==> config.mk <==
export PLATFORM = sky130hd
export DESIGN_NAME = mem_req_ctrl
export DESIGN_NICKNAME = d
export VERILOG_FILES = /design/src/rtl/mem_req_ctrl_pkg.sv /design/src/rtl/mem_req_ctrl_align.sv /design/src/rtl/mem_req_ctrl.sv
export SDC_FILE = /design/constraint.sdc
export NUM_CORES = 1
export LEC_CHECK = 0
export CORE_UTILIZATION = 46
export CTS_BUF_LIST = sky130_fd_sc_hd__clkbuf_16
export DETAILED_ROUTE_END_ITERATION = 10
export GPL_ROUTABILITY_DRIVEN = 0
export GPL_TIMING_DRIVEN = 0
export PLACE_DENSITY = 0.87
export SLEW_MARGIN = 20
export SYNTH_ARGS = -nofsm -noshare
export SYNTH_HDL_FRONTEND = slang
export SYNTH_SLANG_ARGS = --single-unit
==> constraint.sdc <==
create_clock -name clk -period 7.7 [get_ports clk]
set_clock_uncertainty 0.1 [all_clocks]
set_input_delay 1.155 -clock clk [delete_from_list [all_inputs] [get_ports clk]]
set_output_delay 1.155 -clock clk [all_outputs]
set_load 0.03 [all_outputs]
==> src/rtl/mem_req_ctrl_pkg.sv <==
// Shared types and constants for the MEM-stage data-memory request controller.
package mem_req_ctrl_pkg;

  // Memory operation carried in the EX/MEM register.
  typedef enum logic [3:0] {
    MOP_NONE = 4'd0,
    MOP_LB   = 4'd1,
    MOP_LBU  = 4'd2,
    MOP_LH   = 4'd3,
    MOP_LHU  = 4'd4,
    MOP_LW   = 4'd5,
    MOP_SB   = 4'd6,
    MOP_SH   = 4'd7,
    MOP_SW   = 4'd8
  } mem_op_t;

  // Request FSM: idle / request outstanding / done but pipeline still held.
  typedef enum logic [1:0] {
    S_IDLE = 2'd0,
    S_WAIT = 2'd1,
    S_DONE = 2'd2
  } mem_ctrl_state_t;

  // Byte-enable patterns before lane shifting.
  localparam logic [3:0] MASK_B = 4'b0001;
  localparam logic [3:0] MASK_H = 4'b0011;
  localparam logic [3:0] MASK_W = 4'b1111;

  // Word-aligned form of a byte address.
  function automatic logic [31:0] word_addr(input logic [31:0] a);
    return {a[31:2], 2'b00};
  endfunction

endpackage

==> src/rtl/mem_req_ctrl_align.sv <==
// Combinational alignment unit: converts op/address/store data into byte
// enables, lane-shifted store data and a misalignment flag.
module mem_req_ctrl_align
  import mem_req_ctrl_pkg::*;
(
  input  logic [3:0]  op,
  input  logic [31:0] addr,
  input  logic [31:0] wdata,
  output logic [3:0]  rmask,
  output logic [3:0]  wmask,
  output logic [31:0] wdata_sh,
  output logic        misaligned,
  output logic        op_valid
);

  mem_op_t op_s;
  logic [1:0] lane_s;

  assign op_s   = mem_op_t'(op);
  assign lane_s = addr[1:0];

  // Decode op into masks/shift; unknown encodings behave like MOP_NONE.
  always_comb begin
    rmask      = 4'b0000;
    wmask      = 4'b0000;
    wdata_sh   = 32'h0000_0000;
    misaligned = 1'b0;
    op_valid   = 1'b1;
    case (op_s)
      MOP_LB, MOP_LBU: begin
        rmask = MASK_B << lane_s;
      end
      MOP_LH, MOP_LHU: begin
        if (lane_s[0]) begin
          misaligned = 1'b1;
        end else begin
          rmask = MASK_H << {lane_s[1], 1'b0};
        end
      end
      MOP_LW: begin
        if (lane_s != 2'b00) begin
          misaligned = 1'b1;
        end else begin
          rmask = MASK_W;
        end
      end
      MOP_SB: begin
        wmask    = MASK_B << lane_s;
        wdata_sh = wdata << {lane_s, 3'b000};
      end
      MOP_SH: begin
        if (lane_s[0]) begin
          misaligned = 1'b1;
        end else begin
          wmask    = MASK_H << {lane_s[1], 1'b0};
          wdata_sh = wdata << {lane_s[1], 4'b0000};
        end
      end
      MOP_SW: begin
        if (lane_s != 2'b00) begin
          misaligned = 1'b1;
        end else begin
          wmask    = MASK_W;
          wdata_sh = wdata;
        end
      end
      default: begin
        op_valid = 1'b0;
      end
    endcase
  end

endmodule

==> src/rtl/mem_req_ctrl.sv <==
// MEM-stage data-memory initiator: issues one dmem request per EX/MEM op,
// stalls the pipeline until the response, and presents the raw response plus
// the request fields of the completed op to MEM/WB.
module mem_req_ctrl
  import mem_req_ctrl_pkg::*;
#(
  parameter int TIMEOUT = 0
) (
  input  logic        clk,
  input  logic        rst,
  input  logic        req_valid,
  input  logic [3:0]  req_op,
  input  logic [31:0] req_addr,
  input  logic [31:0] req_wdata,
  input  logic        ext_stall,
  output logic [31:0] dmem_addr,
  output logic [3:0]  dmem_rmask,
  output logic [3:0]  dmem_wmask,
  output logic [31:0] dmem_wdata,
  input  logic [31:0] dmem_rdata,
  input  logic        dmem_resp,
  output logic        stall,
  output logic        rsp_valid,
  output logic [31:0] rsp_rdata,
  output logic [3:0]  rsp_rmask,
  output logic [3:0]  rsp_wmask,
  output logic [31:0] rsp_addr,
  output logic [31:0] rsp_wdata,
  output logic        misaligned,
  output logic        timeout_err
);

  localparam logic        TMO_EN    = (TIMEOUT != 0);
  localparam logic [15:0] TIMEOUT_W = 16'(TIMEOUT);

  mem_ctrl_state_t state_r;
  mem_ctrl_state_t next_state_s;

  logic [3:0]  al_rmask_s;
  logic [3:0]  al_wmask_s;
  logic [31:0] al_wdata_s;
  logic        al_mis_s;
  logic        al_op_valid_s;

  logic [31:0] addr_r;
  logic [3:0]  rmask_r;
  logic [3:0]  wmask_r;
  logic [31:0] wdata_r;
  logic [31:0] rdata_r;

  logic [15:0] wd_cnt_r;
  logic [15:0] wait_idx_s;
  logic        tmo_hit_s;
  logic        tmo_r;

  logic        req_live_s;
  logic        issue_s;
  logic        resp_s;
  logic        mis_s;

  mem_req_ctrl_align u_align (
    .op         (req_op),
    .addr       (req_addr),
    .wdata      (req_wdata),
    .rmask      (al_rmask_s),
    .wmask      (al_wmask_s),
    .wdata_sh   (al_wdata_s),
    .misaligned (al_mis_s),
    .op_valid   (al_op_valid_s)
  );

  // Only IDLE looks at a new op; WAIT/DONE are still serving the held one.
  assign req_live_s = (state_r == S_IDLE) && req_valid && al_op_valid_s;
  assign issue_s    = req_live_s && !al_mis_s;
  assign mis_s      = req_live_s && al_mis_s;
  assign resp_s     = (state_r == S_WAIT) && dmem_resp;

  // The watchdog index is the 1-based number of the current WAIT cycle.
  assign wait_idx_s = wd_cnt_r + 16'd1;
  assign tmo_hit_s  = TMO_EN && (state_r == S_WAIT) && (wait_idx_s == TIMEOUT_W);

  // State register.
  always_ff @(posedge clk or posedge rst) begin
    if (rst) begin
      state_r <= S_IDLE;
    end else begin
      state_r <= next_state_s;
    end
  end

  // Next-state logic: one request per op, DONE absorbs a lingering ext_stall.
  always_comb begin
    next_state_s = state_r;
    case (state_r)
      S_IDLE: begin
        if (issue_s) begin
          next_state_s = S_WAIT;
        end else begin
          next_state_s = S_IDLE;
        end
      end
      S_WAIT: begin
        if (dmem_resp) begin
          next_state_s = ext_stall ? S_DONE : S_IDLE;
        end else begin
          next_state_s = S_WAIT;
        end
      end
      S_DONE: begin
        if (!ext_stall) begin
          next_state_s = S_IDLE;
        end else begin
          next_state_s = S_DONE;
        end
      end
      default: begin
        next_state_s = S_IDLE;
      end
    endcase
  end

  // Request and response latches feeding the held dmem bus and rsp_* fields.
  always_ff @(posedge clk or posedge rst) begin
    if (rst) begin
      addr_r  <= 32'h0000_0000;
      rmask_r <= 4'b0000;
      wmask_r <= 4'b0000;
      wdata_r <= 32'h0000_0000;
      rdata_r <= 32'h0000_0000;
    end else begin
      if (issue_s) begin
        addr_r  <= word_addr(req_addr);
        rmask_r <= al_rmask_s;
        wmask_r <= al_wmask_s;
        wdata_r <= al_wdata_s;
      end
      if (resp_s) begin
        rdata_r <= dmem_rdata;
      end
    end
  end

  // Watchdog counter and sticky timeout flag; the FSM keeps waiting regardless.
  always_ff @(posedge clk or posedge rst) begin
    if (rst) begin
      wd_cnt_r <= 16'd0;
      tmo_r    <= 1'b0;
    end else begin
      if (issue_s) begin
        wd_cnt_r <= 16'd0;
      end else if ((state_r == S_WAIT) && (wd_cnt_r != 16'hFFFE)) begin
        wd_cnt_r <= wait_idx_s;
      end
      tmo_r <= tmo_r | tmo_hit_s;
    end
  end

  // Output logic: issue-cycle masks, held bus in WAIT, response presentation.
  always_comb begin
    dmem_addr   = addr_r;
    dmem_rmask  = 4'b0000;
    dmem_wmask  = 4'b0000;
    dmem_wdata  = wdata_r;
    stall       = 1'b0;
    rsp_valid   = 1'b0;
    rsp_rdata   = rdata_r;
    rsp_rmask   = rmask_r;
    rsp_wmask   = wmask_r;
    rsp_addr    = addr_r;
    rsp_wdata   = wdata_r;
    misaligned  = mis_s;
    timeout_err = tmo_r | tmo_hit_s;
    case (state_r)
      S_IDLE: begin
        if (issue_s) begin
          dmem_addr  = word_addr(req_addr);
          dmem_rmask = al_rmask_s;
          dmem_wmask = al_wmask_s;
          dmem_wdata = al_wdata_s;
          stall      = 1'b1;
        end else begin
          stall      = 1'b0;
        end
        rsp_valid = mis_s;
      end
      S_WAIT: begin
        stall = !dmem_resp;
        if (dmem_resp) begin
          rsp_valid = 1'b1;
          rsp_rdata = dmem_rdata;
        end else begin
          rsp_valid = 1'b0;
        end
      end
      S_DONE: begin
        rsp_valid = 1'b1;
      end
      default: begin
        rsp_valid = 1'b0;
      end
    endcase
  end

endmodule

# After elaboration in Yosys (flattened, before gate mapping)

Cells that the tools add are included.

Register bits after elaboration: 106
Output and inout port bits: 180
Latch bits: 0
Memory bits (read-only): 0
Memory bits (writable): 0
Memories: 0
Logic and storage cells: 63
Bits of input ports: 105

$lt $le $gt $ge: 0
Bitwise gates (word level): 0
Eq/ne operators: 10
Multipliers: 0
Muxes and demuxes: 29
Shift operators: 4
Reductions and logical operators: 14
Div/mod/pow operators: 0
Add/sub/neg operators: 0

Operators by type and width:

| kind                | number |
|---|---|
| $mux 32             | 8 |
| $pmux 32 s3         | 1 |
| $shl 32x5->32       | 2 |
| $mux 4              | 6 |
| $pmux 4 s3          | 2 |
| $eq 4x3->1 const B  | 4 |
| $eq 4x2->1 const B  | 2 |
| $reduce_or 8->1     | 1 |
| $mux 1              | 6 |
| $pmux 2 s3          | 1 |
| $reduce_or 2->1     | 3 |
| $logic_and 1x1->1   | 5 |
| $eq 4x1->1 const B  | 1 |
| $eq 4x4->1 const B  | 1 |
| $mux 2              | 2 |
| $pmux 1 s2          | 2 |
| $shl 1x2->4 const A | 1 |
| $shl 2x2->4 const A | 1 |
| $pmux 1 s3          | 1 |
| $reduce_or 3->1     | 1 |
| $eq 2x1->1 const B  | 1 |
| $eq 2x2->1 const B  | 1 |
| $logic_not 1->1     | 2 |
| $logic_not 2->1     | 1 |
| $reduce_bool 2->1   | 1 |

# Depth between registers and ports, before layout

Gate-level depths: netlist of run 1.

Depth after elaboration: 7
Mapped depth: 9
Depth with buffers taken out: 4

# Hierarchy

Synthesis of run 1 repeated with hierarchy kept, for this count alone.

Cells, all modules: 527
Area total of the unflattened synthesis: 6643.9 um2

Modules (own cells, without submodules):

| module             | cells an instance | area an instance (um2) | instances | sequential area each (um2) |
|---|---|---|---|---|
| mem_req_ctrl       | 350               | 5320.1                 | 1         | 2652.5 |
| mem_req_ctrl_align | 177               | 1323.8                 | 1         | 0.0 |

# Worst setup path after synthesis of run 1

No wires, ideal clock.

Path type: input-to-output
Start point: input port req_op[2]
End point: output port dmem_rmask[1]
Buffers on the path: 3
Setup slack: 3.151 ns
Required time: 6.445 ns
Arrival: 3.294 ns
Stages: 7
Cell sequence: buf_2 o31ai_2 nand3_2 or3_1 buf_6 buf_2 nor4_1

Cells in the longest elaborated chain, start to end: 7
Elaborated cells between the ends (all ways): 21
Classes of those cells: eq/ne: 8; mux: 5; reduce/logical: 8

RTL lines:

| what                                                        | line                                   | RTL |
|---|---|---|
| from (decl)                                                 | mem_req_ctrl.sv:12                     | `input logic [3:0] req_op,` |
| $eq 4x2->1 (tied with other cells)                          | mem_req_ctrl_align.sv:29               | `case (op_s)` |
| $reduce_or 3->1 (no source line) (tied with other cells)    | n/a                                    |  |
| $pmux 1 s2 / $mux 1 (equally long branches)                 | mem_req_ctrl_align.sv:29               |  |
| $logic_not 1->1 / $logic_and 1x1->1 (equally long branches) | mem_req_ctrl.sv:74, mem_req_ctrl.sv:73 |  |
| $logic_and 1x1->1                                           | mem_req_ctrl.sv:74                     | `assign issue_s = req_live_s && !al_mis_s;` |
| $mux 4 (*)                                                  | mem_req_ctrl.sv:175                    | `if (issue_s) begin` |
| $mux 4 (*)                                                  | mem_req_ctrl.sv:173                    | `case (state_r)` |
| to (decl)                                                   | mem_req_ctrl.sv:17                     | `output logic [3:0] dmem_rmask,` |

Mark *: on every way between the ends. The rest lies on a longest branch, timed or not.

# Worst setup path in the final report of run 1

Start point: input port req_addr[0]
End point: output port dmem_wdata[6]

Cells in the longest elaborated chain, start to end: 7
Elaborated cells between the ends (all ways): 12
Classes of those cells: shift: 1; mux: 8; reduce/logical: 3

RTL lines:

| what                                                                  | line                | RTL |
|---|---|---|
| from (decl)                                                           | mem_req_ctrl.sv:13  | `input logic [31:0] req_addr,` |
| parallel branches: the longest is 5 deep, another holds $shl 32x5->32 | n/a                 |  |
| $mux 32 (*)                                                           | mem_req_ctrl.sv:175 |  |
| $mux 32 (*)                                                           | mem_req_ctrl.sv:173 |  |
| to (decl)                                                             | mem_req_ctrl.sv:19  | `output logic [31:0] dmem_wdata,` |

Every way passes the cells marked *.

==> results of run 1 <==
-- cell usage in the layout, fill, tap and decap left out, types with 4 or more instances in the layout --
master,count
sky130_fd_sc_hd__a21oi_1,12
sky130_fd_sc_hd__a221o_1,6
sky130_fd_sc_hd__a222oi_1,8
sky130_fd_sc_hd__a22o_1,18
sky130_fd_sc_hd__and2_1,12
sky130_fd_sc_hd__buf_2,15
sky130_fd_sc_hd__buf_4,4
sky130_fd_sc_hd__buf_6,9
sky130_fd_sc_hd__clkbuf_1,12
sky130_fd_sc_hd__clkbuf_16,9
sky130_fd_sc_hd__clkdlybuf4s50_1,282
sky130_fd_sc_hd__dfrtp_1,106
sky130_fd_sc_hd__mux2_2,103
sky130_fd_sc_hd__mux2_4,59
sky130_fd_sc_hd__mux4_2,6
sky130_fd_sc_hd__nand2b_1,10
sky130_fd_sc_hd__nand3_1,7
sky130_fd_sc_hd__nor2_1,12
sky130_fd_sc_hd__o21ai_0,22
sky130_fd_sc_hd__o31ai_1,11
-- routing by layer --
layer	wire length [microns]	share of wire	GRT usage	up-vias
met3	1690	0.079	0.0929	37
met1	8090	0.38	0.354	2698
met4	483	0.023	0.0953	0
li1	-	-	-	2458
met5	0	0	0	-
met2	11100	0.52	0.546	260
-- final cells by class --
class | count | area, sq um | share of cell area
inverters | 4 | 20.0 | 0.00205
well taps | 176 | 220 | 0.0226
flip-flops and latches | 106 | 2650 | 0.272
multi-input cells | 342 | 3410 | 0.349
plain buffers | 42 | 259 | 0.0265
clock buffers | 9 | 225 | 0.0231
clock inverters | 7 | 123 | 0.0126
repair buffers | 283 | 2850 | 0.292
-- flip-flops by register name, summed over array words and instances, names as in the netlist --
register and cells:
rdata_r 32, rsp_addr 32, rsp_rmask 4, rsp_wdata 32
rsp_wmask 4, state_r 2
-- Yosys cell counts (all sizes together), types with 8 or more instances --
cell type | instances | area share
a21oi | 12 | 0.0095
a222oi | 8 | 0.013
a22o | 18 | 0.025
and2 | 12 | 0.012
buf | 30 | 0.034
clkbuf | 12 | 0.0071
dfrtp | 106 | 0.42
mux2 | 164 | 0.33
nand2b | 10 | 0.0099
nand3 | 8 | 0.0071
nor2 | 13 | 0.0081
o21ai | 23 | 0.018
o31ai | 13 | 0.017
-- cell families (layout without fill, tap and decap cells) --
kind of cell | Yosys count | after routing | synth area share
AOI/OAI and AO/OA | 95 | 95 | 0.111
DFF | 106 | 106 | 0.419
buffers and inverters | 46 | 345 | 0.0433
and+or+nand+nor | 71 | 71 | 0.0709
muxes | 173 | 173 | 0.353
other | 1 | 1 | 0.000592
xor gates and xnor gates | 2 | 2 | 0.00277
-- how the worst max path moves through the flow --
stage / startpoint / end / slack (ns) / cells past startpoint
after floorplan: req_op[2] / dmem_rmask[1] / 3.15 / 7
after global placement: rst / rdata_r[0] / 2.09 / 2
after detailed placement: req_op[0] / dmem_wdata[6] / 2.29 / 10
after CTS: req_op[0] / dmem_wdata[6] / 2.28 / 10
after global routing: req_addr[0] / dmem_wdata[7] / 2.11 / 10
final: req_addr[0] / dmem_wdata[6] / 2.28 / 10
-- where the power goes --
part           internal (mW)  leakage, nW  switching, mW
logic                  0.736         2.69          0.771
registers              0.708         1.34          0.106
clock network          0.322        0.174          0.221
==> run summary, run 1 <==
Async set-reset flop share out of synthesis: 1.00. In the routed design, unresolved DRC markers number 0. Setup repair after global routing left no endpoint under its margin.

The cell depth of the worst flop-to-flop path was 5. The number of warnings printed during yosys synthesis was 0. Dividing the detail-routed via count by the number of cells gives 5.63. The logs give 61 for the largest net degree at the start of global routing and 0.308 for the global-route total usage across every layer. Most used cell along the critical path: sky130_fd_sc_hd__buf_6.

The share of synthesized area occupied by flip-flops and latches was 0.419. The number of library cell types mapped by synthesis is 57. The worst reg2reg path startpoint is state_r[1]. During placement, the flow inserted port buffers numbering 282. The clock-pin slew on the worst setup and hold paths came out at 0.07 ns.

For the clock latency on the worst-skew pair, the log shows 0.35 ns. The ratio of cells with drive above 1 in the final layout was 0.281; the reg2reg setup slack was 5.13 ns. The die covers 14200 sq um.

The signal on the critical path passes through clkdlybuf4s50_1 > buf_2 > a21oi_1 > o31ai_2 > or3_1 > buf_6 > buf_6 > buf_6 > a22o_1 > clkdlybuf4s50_1. The max-cap check violation count is 0, and the pin slew with the least headroom to its limit is 0.734 ns. Combined area of all synthesized cells: 6330 sq um. The portion of the clock cycle consumed by the worst path in the final layout was 0.704; the total number of H-tree levels was 3.

Overall power consumption after layout is estimated at 2.86 mW. Max-slew violation count: 0. Worst min-delay path category: reg -> reg. The run gives 5889 as the number of global-route vias before repair.

The most used flip-flop cell after synthesis is sky130_fd_sc_hd__dfrtp_1. The count of nets left with antenna violations after detail routing came out at 0. The run gives 5 as the count of TritonRoute iterations in the first routing pass. The count of instances resized after the clock tree is built was 0; the x dimension of the die was 119 microns.

After synthesis, the mean cell area works out to 12.8 sq um. In this run, CTS created clock tree buffers numbering 9. The number of DRC violations after detailed-routing iteration 0 is 318, and the maximum count of clock buffers along a single path is 2. The slowest cell on the critical path is sky130_fd_sc_hd__clkdlybuf4s50_1. In the final routed layout, each cell accounts on average for 22.1 microns. The final wirelength is 21400 microns, and the utilization after layout is 0.731. Final hold violation count: 0. The fmax was 0.185 GHz; the arrival time reported for the critical path endpoint was 4.16 ns.

The core region is 13300 sq um. The worst hold path terminates at rsp_wmask[0]. The worst ir drop on vdd was 0.000360 V; the largest fanout on the critical path was 10. Once the clock tree was built, the setup fixing pass inserted 0 buffers. The tree built by TritonCTS fans out to 106 sinks.

Number of rows created at floorplan: 42. From synthesis to final layout, the design area changed by 54.0%. With fillers left out, the area of the finished cells amounts to 9760 sq um.

The worst hold path begins at rsp_wmask[0]. Across all hold checks on the routed design, the worst slack comes to 0.399 ns. The run finished with clean final reports. The tools report the worst-case headroom to the max-slew limit as 0.510. The run gives 2.28 ns as the worst path setup slack after routing. Once placement completed, the tool counted placed cells totaling 953.

The count of cells along the worst hold path came out at 1. The logs give 2.29 ns for the setup slack after placement and 0 for the residual overflow from global routing. The finished layout holds 969 standard cells, fillers aside.

The biggest cell delay along the critical path was 0.69 ns; the count of nets after finishing was 893. The number of nets handed over by synthesis was 599. The tree is rooted in a sky130_fd_sc_hd__clkbuf_16. The initial antenna violation count was 0; the worst endpoint required time was 6.44 ns. The minimum period implied by the final worst setup slack is 5.42 ns. The number of hold buffers added after CTS was 0.

Total buffers and inverters traversed by the critical path: 6. The number of storage elements in the synthesis netlist works out to 106. From bottom edge to top edge, the die measures 119 microns. The setup violation total in the final timing report is 0. The cell family contributing the most delay on the critical path is buffers and inverters.

Pin placement for this block handled 285 I/O pins. The run gives 4.20 nW as the cell leakage power. TritonCTS built the clock tree.

The count of flip-flops with a built-in enable after synthesis works out to 0. The repair_antennas step left the layout with diodes totalling 0. The layout has 907 filler cells. The worst setup path is launched from a primary input. The type of the setup path with the least slack was in -> out. The destination of the worst register-to-register timing path is rsp_wdata[11]. Half-perimeter wire length after detailed placement: 16400 microns.

Detailed routing inserted a total of 5453 vias. The first global-routing pass estimated 33300 microns of wire. Summed over all failing endpoints, the final setup total negative slack is 0 ns. The kind of end point of the critical path was an output pin. The power density over the cells works out to 294 nW/um^2. The logs give 0.475 for the initial core utilization and 494 for the cell count after synthesis.

The tools report the placement-stage cell area as 9410 sq um.
(Power assumes the default switching activity.)
==> inputs of run 2 (changes only) <==
Settings changed: CORE_UTILIZATION 46 to 38, PLACE_DENSITY 0.87 to 0.77.
Clock period 7.7 ns to 4.7 ns, I/O delays scaled along.
==> run 2 against run 1 <==
Compared with the run above:
- final cell count is 4.2% higher
- first-iteration DRC count is 22% higher
- total power increased by 60%
- global-route usage shrank 6.6 points
- clock power is 48% higher
- setup slack got worse by 2.1 ns
- die area rose by 21%
- via count fell by 1.6%
- hold slack worse by 0.0097 ns
==> run summary, run 2 (same netlist as run 1, synthesis figures left out) <==
The run finished with clean final reports. The number of diodes added for antenna fixing is 0 (unchanged). The max-slew violation count was 0 (unchanged); the area of the core region was 16100 sq um (was 13300 sq um). Setup repair after global routing could not meet its margin everywhere.

The run gives 9790 sq um (was 9760 sq um) as the area of all placed cells without fillers. The half-perimeter wire length after detailed placement is 16000 microns (was 16400 microns), and the area growth from synthesis to layout is 54.6% (was 54.0%). The quantity of I/O buffers inserted on ports was 282 (unchanged); the clock network power share was 0.175 (was 0.190). The global-route wire length before repair was 32500 microns (was 33300 microns); the reg2reg setup slack was 2.32 ns (was 5.13 ns). The residual overflow from global routing was 0 (unchanged); the height of the die was 131 microns (was 119 microns). The hold slack came out at 0.389 ns (was 0.399 ns). The run gives 3.89 ns (was 6.44 ns) as the worst endpoint required time. The maximum count of clock buffers along a single path came out at 2 (unchanged). The type of the setup path with the least slack was in -> out (unchanged). The count of nets after finishing was 894 (was 893); the filler cell count was 1247 (was 907). The clock latency on the worst-skew pair is 0.35 ns (about the same). Number of global-route vias before repair: 5656 (was 5889). The worst ir drop on vdd was 0.000380 V (was 0.000360 V); the count of clock tree sinks was 106 (unchanged).

The total internal power is 2.79 mW (was 1.77 mW). The logs give 387 (was 318) for the number of DRC violations after detailed-routing iteration 0 and 0 (unchanged) for the count of nets left with antenna violations after detail routing. The tools report the kind of end point of the critical path as an output pin (unchanged).

Highest-count cells in the layout ignoring fill and taps: sky130_fd_sc_hd__clkdlybuf4s50_1, sky130_fd_sc_hd__dfrtp_1, sky130_fd_sc_hd__mux2_2 (unchanged). The fmax came out at 0.222 GHz. The count of hold-fix buffers inserted at cts was 0 (unchanged); the global-route total usage across every layer was 0.242 (was 0.308).

The most common library cell in the layout ignoring fill and taps was sky130_fd_sc_hd__clkdlybuf4s50_1 (unchanged). The clock period could shrink to 4.51 ns. The logs give 0 (unchanged) for the initial antenna violation count and 5 (unchanged) for the count of TritonRoute iterations in the first routing pass. The part of the power in registers is 0.288 (was 0.284), and the setup violation total in the final timing report is 0 (unchanged).

The root cell of the clock tree is sky130_fd_sc_hd__clkbuf_16 (unchanged). The run gives 9 (unchanged) as the number of clock buffers inserted by TritonCTS. The tools report the placement-stage cell area as 9460 sq um (was 9410 sq um).

The worst min-delay path category was reg -> reg (unchanged). The cell leakage power came out at 4.18 nW (was 4.20 nW). The ratio of cells with drive above 1 in the final layout was 0.283 (was 0.281); the number of remaining DRC errors was 0 (unchanged). Power density over the cells: 468 nW/um^2 (was 294 nW/um^2).

The via total after detailed routing was 5368 (was 5453); the largest net degree at the start of global routing was 57 (was 61). The number of rows created at floorplan was 46 (was 42); the wire length per cell was 20.4 microns (was 22.1 microns). The final wirelength was 20600 microns (was 21400 microns); the x dimension of the die was 131 microns (was 119 microns).

The largest fanout on the critical path was 10 (unchanged). The switching power total was 1.79 mW (was 1.10 mW). The clock-pin slew on the worst setup and hold paths came out at 0.07 ns (about the same).

The run gives 285 (unchanged) as the number of top-level pins. The initial core utilization was 0.394 (was 0.475); the total number of H-tree levels was 3 (unchanged). TritonCTS built the clock tree. For the combinational power share, the log shows 0.537 (was 0.526).

The portion of the clock cycle consumed by the worst path in the final layout works out to 0.960. The switching part of the total power came out at 0.391 (was 0.384). The arrival time reported for the critical path endpoint is 3.71 ns (was 4.16 ns).

The category of the worst setup path launch point is a primary input (unchanged). The pin slew with the least headroom to its limit was 0.746 ns (was 0.734 ns). The logs give 0 (unchanged) for the max-cap check violation count and 0.502 (was 0.510) for the worst-case headroom to the max-slew limit.

The run gives 0 (unchanged) as the final hold violation count. Overall die area: 17200 sq um (was 14200 sq um). Average vias per placed instance: 5.31 (was 5.63).

The tools report the post-route total power as 4.59 mW (was 2.86 mW).
==> run 2: timing repair <==
item                                    CTS  global route
gates resized for setup                   0             2
endpoints found under the setup margin    0            12
setup buffers                             0             1
==> run 2: final timing paths <==
kind | from | endpoint | depth (start not counted)
max in group asynchronous | rst | state_r[0] | 3
min | rsp_wmask[0] | rsp_wmask[0] | 1
min in group asynchronous | rst | rsp_wmask[0] | 2
min reg2reg | rsp_wmask[0] | rsp_wmask[0] | 1
max | req_addr[0] | dmem_wdata[6] | 10
max reg2reg | state_r[1] | rsp_wdata[28] | 5
==> run 2: per-layer routing <==
layer | track usage | wire (microns) | part of all wire | up-vias
li1 | - | - | - | 2454
met1 | 0.292 | 8450 | 0.41 | 2661
met2 | 0.414 | 10200 | 0.50 | 231
met3 | 0.0752 | 1650 | 0.080 | 22
met4 | 0.0667 | 271 | 0.013 | 0
met5 | 0 | 0 | 0 | -
==> run 2: stage by stage <==
stage,utilization,setup slack [ns],std cells,setup TNS (ns)
CTS,0.608,0.153,1009,0
floorplan,-,1.05,494,0
detailed placement,0.589,0.151,993,0
global placement,0.587,-0.459,992,-47.60
global route,0.610,-0.0121,1010,-0.0121
finish,0.610,0.187,1010,0
==> run 2: power by group through the flow <==
| stage | registers [mW] | logic [mW] | clock network, mW |
|---|---|---|---|
| after detailed placement | 1.33 | 2.46 | 0 |
| after global placement | 1.32 | 2.43 | 0 |
| after CTS | 1.32 | 2.48 | 0.818 |
| final | 1.32 | 2.46 | 0.803 |
| after global routing | 1.35 | 2.57 | 0.857 |
| after floorplan | 1.53 | 1.27 | 0 |
==> run 2: worst max-delay path: stages <==
cell and delay, ns:
sky130_fd_sc_hd__clkdlybuf4s50_1 0.51, sky130_fd_sc_hd__buf_2 0.26, sky130_fd_sc_hd__a21oi_1 0.11, sky130_fd_sc_hd__o31ai_2 0.55, sky130_fd_sc_hd__or3_1 0.22, sky130_fd_sc_hd__buf_6 0.17, sky130_fd_sc_hd__buf_6 0.20, sky130_fd_sc_hd__buf_6 0.16
sky130_fd_sc_hd__a22o_1 0.12, sky130_fd_sc_hd__clkdlybuf4s50_1 0.69
==> run 2: cell type report <==
cell class	count	area [sq um]	share of cell area
Buffer	42	259	0.0264
Clock buffer	9	225	0.0230
Clock inverter	7	85.1	0.00869
Inverter	4	20.0	0.00204
Multi-Input combinational cell	342	3420	0.350
Sequential cell	106	2650	0.271
Tap cell	216	270	0.0276
Timing Repair Buffer	284	2860	0.292
